### src/rtl/counter_load_seq.sv
// Preset sequencer for an 8-bit loadable up-counter: queues presets,
// then issues a load pulse followed by a run_len-cycle enable window.
module counter_load_seq #(
   parameter int DATA_W = 8,
   parameter int DEPTH  = 4,
   parameter int RUN_W  = 8
) (
   input  logic                     clk,
   input  logic                     rst,
   input  logic                     in_valid,
   output logic                     in_ready,
   input  logic [DATA_W-1:0]        in_data,
   input  logic                     run,
   input  logic [RUN_W-1:0]         run_len,
   input  logic                     flush,
   output logic                     load,
   output logic [DATA_W-1:0]        data_out,
   output logic                     enable,
   output logic                     busy,
   output logic                     done,
   output logic [$clog2(DEPTH):0]   level
);

   localparam int AW = $clog2(DEPTH);
   localparam int LW = AW + 1;

   typedef enum logic [1:0] {
      S_IDLE,
      S_LOAD,
      S_RUN,
      S_PAUSE
   } state_e;

   state_e            state_q, state_d;
   logic [DATA_W-1:0] mem_q [DEPTH];
   logic [AW-1:0]     wr_ptr_q, wr_ptr_d;
   logic [AW-1:0]     rd_ptr_q, rd_ptr_d;
   logic [LW-1:0]     level_q, level_d;
   logic [DATA_W-1:0] dout_q, dout_d;
   logic [RUN_W-1:0]  rem_q, rem_d;
   logic              done_q, done_d;
   logic              full, empty, push, pop;

   assign full     = (level_q == LW'(DEPTH));
   assign empty    = (level_q == '0);
   assign in_ready = !full;
   assign push     = in_valid && !full && !flush;
   assign pop      = (state_q == S_IDLE) && !empty && run && !flush;

   always_comb begin
      state_d = state_q;
      rem_d   = rem_q;
      done_d  = 1'b0;
      dout_d  = dout_q;
      unique case (state_q)
         S_IDLE: begin
            if (pop) begin
               state_d = S_LOAD;
               dout_d  = mem_q[rd_ptr_q];
            end
         end
         S_LOAD: begin
            rem_d   = run_len;
            state_d = (run_len != '0) ? S_RUN : S_IDLE;
         end
         S_RUN: begin
            // Decrement every enable-high cycle so pauses never stretch the window
            rem_d = rem_q - RUN_W'(1);
            if (rem_q == RUN_W'(1)) begin
               state_d = S_IDLE;
               done_d  = 1'b1;
            end else if (!run) begin
               state_d = S_PAUSE;
            end
         end
         S_PAUSE: begin
            if (run) state_d = S_RUN;
         end
         default: state_d = S_IDLE;
      endcase
      if (flush) begin
         state_d = S_IDLE;
         done_d  = 1'b0;
      end
   end

   always_comb begin
      wr_ptr_d = push ? wr_ptr_q + AW'(1) : wr_ptr_q;
      rd_ptr_d = pop  ? rd_ptr_q + AW'(1) : rd_ptr_q;
      level_d  = level_q;
      unique case ({push, pop})
         2'b10:   level_d = level_q + LW'(1);
         2'b01:   level_d = level_q - LW'(1);
         default: level_d = level_q;
      endcase
      if (flush) begin
         wr_ptr_d = '0;
         rd_ptr_d = '0;
         level_d  = '0;
      end
   end

   always_ff @(posedge clk) begin
      if (rst) begin
         state_q  <= S_IDLE;
         wr_ptr_q <= '0;
         rd_ptr_q <= '0;
         level_q  <= '0;
         dout_q   <= '0;
         rem_q    <= '0;
         done_q   <= 1'b0;
      end else begin
         state_q  <= state_d;
         wr_ptr_q <= wr_ptr_d;
         rd_ptr_q <= rd_ptr_d;
         level_q  <= level_d;
         dout_q   <= dout_d;
         rem_q    <= rem_d;
         done_q   <= done_d;
      end
   end

   always_ff @(posedge clk) begin
      if (push && !rst) mem_q[wr_ptr_q] <= in_data;
   end

   assign load     = (state_q == S_LOAD);
   assign enable   = (state_q == S_RUN);
   assign busy     = (state_q != S_IDLE);
   assign done     = done_q;
   assign data_out = dout_q;
   assign level    = level_q;

endmodule
### config.mk
export PLATFORM = sky130hd
export DESIGN_NAME = counter_load_seq
export DESIGN_NICKNAME = d
export VERILOG_FILES = /design/src/rtl/counter_load_seq.sv
export SDC_FILE = /design/constraint.sdc
export NUM_CORES = 1
export LEC_CHECK = 0
export CAP_MARGIN = 20
export CORE_ASPECT_RATIO = 1.25
export CORE_MARGIN = 1.5
export CORE_UTILIZATION = 50
export DETAILED_ROUTE_END_ITERATION = 10
export PLACE_DENSITY = 0.74
export SETUP_SLACK_MARGIN = 0.4
export SLEW_MARGIN = 10
export SYNTH_ARGS = -nofsm -noshare
export SYNTH_HDL_FRONTEND = slang
export SYNTH_SLANG_ARGS = --single-unit
### constraint.sdc
create_clock -name clk -period 2.7 [get_ports clk]
set_clock_uncertainty 0.05 [all_clocks]
set_input_delay 0.81 -clock clk [delete_from_list [all_inputs] [get_ports clk]]
set_output_delay 0.81 -clock clk [all_outputs]
set_load 0.005 [all_outputs]
==> out/metrics.csv <==
stage,metric,value,unit
worst_setup_path,critical path's top delay family,simple AND/OR/NAND/NOR gates,
placed_design,placed cells,316,
global_routing,first-pass GRT wire length,8.38,mm
worst_setup_path,R2R depth,10,
power_and_ir_drop,Peak VDD IR,0.320,mV
worst_hold_path,hold path cells,2,
final_layout,final non-filler cell total,335,
die,Die Y,84.1,µm
synthesis,leading area contributor after synthesis,edfxtp_1,
flow_run,Max Cap Viol,0,
clock_tree,"Hold-fix buffers, CTS",0,
routing,Routed wire per std cell,15.0,µm
final_layout,Antenna diodes,0,
worst_setup_path,max incr delay on CP,0.34,ns
worst_setup_path,CP Max Fanout,2,
synthesis,Mean Syn Cell Area,12.4,µm²
synthesis,Ys Warns,0,
sta,unrepaired setup endpoints after global routing,true,
synthesis,post-synthesis register bit count,58,
worst_setup_path,required time of the critical path,2.91,ns
routing,DRC,0,
global_routing,GRT Util Overall,0.201,
synthesis,Synth area leaders,"edfxtp_1 37%, dfxtp_1 20%, mux4_2 6.9%, ha_1 5.7%, mux2i_1 4.2%",
synthesis,sequential share of the synthesized area,0.564,
sta,worst-margin pin slew,0.670,ns
die,Die X,67.8,µm
routing,Antenna Nets Post-Route,0,
final_layout,"most common cell after layout, fill and taps aside",edfxtp_1,
synthesis,Synth Instances,212,
synthesis,"EDFF count, synth",32,
power_and_ir_drop,LEAKAGE,1.23,nW
global_routing,largest net degree at the start of global routing,21,
die,Initial Util,0.517,
routing,via-per-instance ratio,5.47,
worst_setup_path,Buf/Inv on CP,2,
global_routing,vias in the first global route,1850,
placed_design,DP Wirelength,3.62,mm
clock_tree,root buf cell,clkbuf_8,
final_layout,Area Growth Syn to Fin,31.0,%
final_layout,ratio of cells with drive above 1 in the final layout,0.245,
worst_setup_path,critical path cell sequence,clkdlybuf4s15_1 -> nand2_2 -> nor3_4 -> ha_4 -> inv_2 -> fa_2 -> xor2_1 -> or3_1 -> a21oi_2,
die,Ports,37,
sta,Slew headroom,0.553,
die,core area,5080,µm²
status,status,"finished, final reports clean",
routing,final wirelength,5.01,mm
synthesis,syn_nets,246,
clock_tree,CTS tree,yes,
sta,fmax,0.440,GHz
worst_setup_path,Worst setup SP type,input port,
clock_tree,clock slew at reported path FFs,0.06,ns
synthesis,Cell variety after synth,44,
clock_tree,Worst-Skew Late Latency,0.32,ns
final_layout,Layout Nets,302,
sta,Finish-stage setup viols,0,
sta,Slew Limit Fails,0,
die,die area,5700,µm²
placed_design,routability cong.,0.800,
sta,final hold violations,0,
routing,DRT iter0 DRCs,64,
sta,setup TNS,0,ns
global_routing,GRT overflow,0,
final_layout,utilization after layout,0.678,
sta,Final Critical Period,2.27,ns
placed_design,port bufs,36,
clock_tree,H-tree Lvls,3,
synthesis,asr flop ratio synth,0,
clock_tree,CTS sink count,58,
clock_tree,Longest Clk Path Bufs,2,
synthesis,main flop type after synthesis,edfxtp_1,
worst_setup_path,crit path DAT,2.48,ns
synthesis,Post-Syn Area,2630,µm²
global_routing,initial antenna violation count,0,
routing,TritonRoute pass-1 iters,4,
synthesis,Synth top area share,0.366,
power_and_ir_drop,PnR Total Power,1.92,mW
sta,crit share post-route,0.842,
worst_hold_path,worst hold path class,reg2reg,
die,std cell rows,29,
worst_setup_path,"Slowest-stage cell, CP",fa_2,
final_layout,most frequent cells in the layout,"32 x edfxtp_1, 30 x clkdlybuf4s50_1, 23 x nor2_1, 22 x dfxtp_1, 19 x buf_4",
clock_tree,CTS buffer count,9,
worst_setup_path,WS Path Type,in2reg,
worst_setup_path,WP depth,9,
power_and_ir_drop,Cell Pwr Density,558,nW/µm²
worst_setup_path,CP Capture Type,flop,
routing,routed via count,1831,
[state kept, by name, indices dropped and copies added (netlist names)]
register	cells
state_q	2
rem_q	8
mem_q	32
level	3
rd_ptr_q	2
data_out	8
wr_ptr_q	2
done	1
[stage by stage]
stage | hold slack (ns) | setup WS (ns) | area [µm²]
6_report | 0.443 | 0.427 | 3440
3_3_place_gp | 0.422 | -0.175 | 3160
2_1_floorplan | 0.435 | 0.269 | 2650
3_5_place_dp | 0.435 | -0.234 | 3160
5_1_grt | 0.468 | 0.379 | 3440
4_1_cts | 0.451 | 0.382 | 3420
[power by group]
| part | switching [mW] | internal [mW] |
|---|---|---|
| combinational | 0.0482 | 0.0627 |
| clock | 0.324 | 0.542 |
| sequential | 0.00708 | 0.940 |
[per-layer routing]
metal  up-vias  track usage  share of wire
li1        901            -              -
met1       884        0.225           0.40
met2        36        0.347           0.55
met3        10       0.0607          0.038
met4         0       0.0800          0.012
met5         -            0              0
[synth_stat cells (all sizes together) (6+ instances only)]
cell,number
edfxtp,32
dfxtp,26
nor2,24
ha,12
inv,11
mux2i,11
a21oi,9
mux4,8
a211oi,6
buf,6
nand2,6
o21ai,6
[worst min-delay path: stages, from the launching register on]
cell	delay, ns
dfxtp_1	0.32
mux2i_1	0.06
nor2_1	0.07
[cells by family (layout without fill, tap and decap cells)]
family	count (synthesis)	in the layout	synth area share
compound gates	36	36	0.0914
flops	58	58	0.564
fa+ha+maj	13	13	0.0648
simple gates	59	59	0.116
xor+xnor	5	5	0.0167
buf+inv	21	82	0.0329
mux	20	20	0.115
[path summary, 6_finish.rpt]
| check | start | to | slack, ns |
|---|---|---|---|
| setup / recovery | run | level[2] | 0.43 |
| setup reg to reg | state_q[1] | level[2] | 0.49 |
| hold / removal | data_out[3] | data_out[3] | 0.44 |
| hold reg to reg | data_out[3] | data_out[3] | 0.44 |
[repair_timing]
item	4_1_cts	5_1_grt
pin swaps	6	4
endpoints found under the setup margin	5	3
buffers inserted	2	1
resized for setup	18	6
[area by class of cell]
cell class | instances | area [µm²]
Timing Repair Buffer | 55 | 500
Clock buffer | 11 | 141
Fill cell | 385 | 1640
Inverter | 11 | 43.8
Tap cell | 62 | 77.6
Multi-Input combinational cell | 133 | 1110
Clock inverter | 5 | 77.6
Sequential cell | 58 | 1490
No activity file was read; power rests on OpenSTA's default activity.
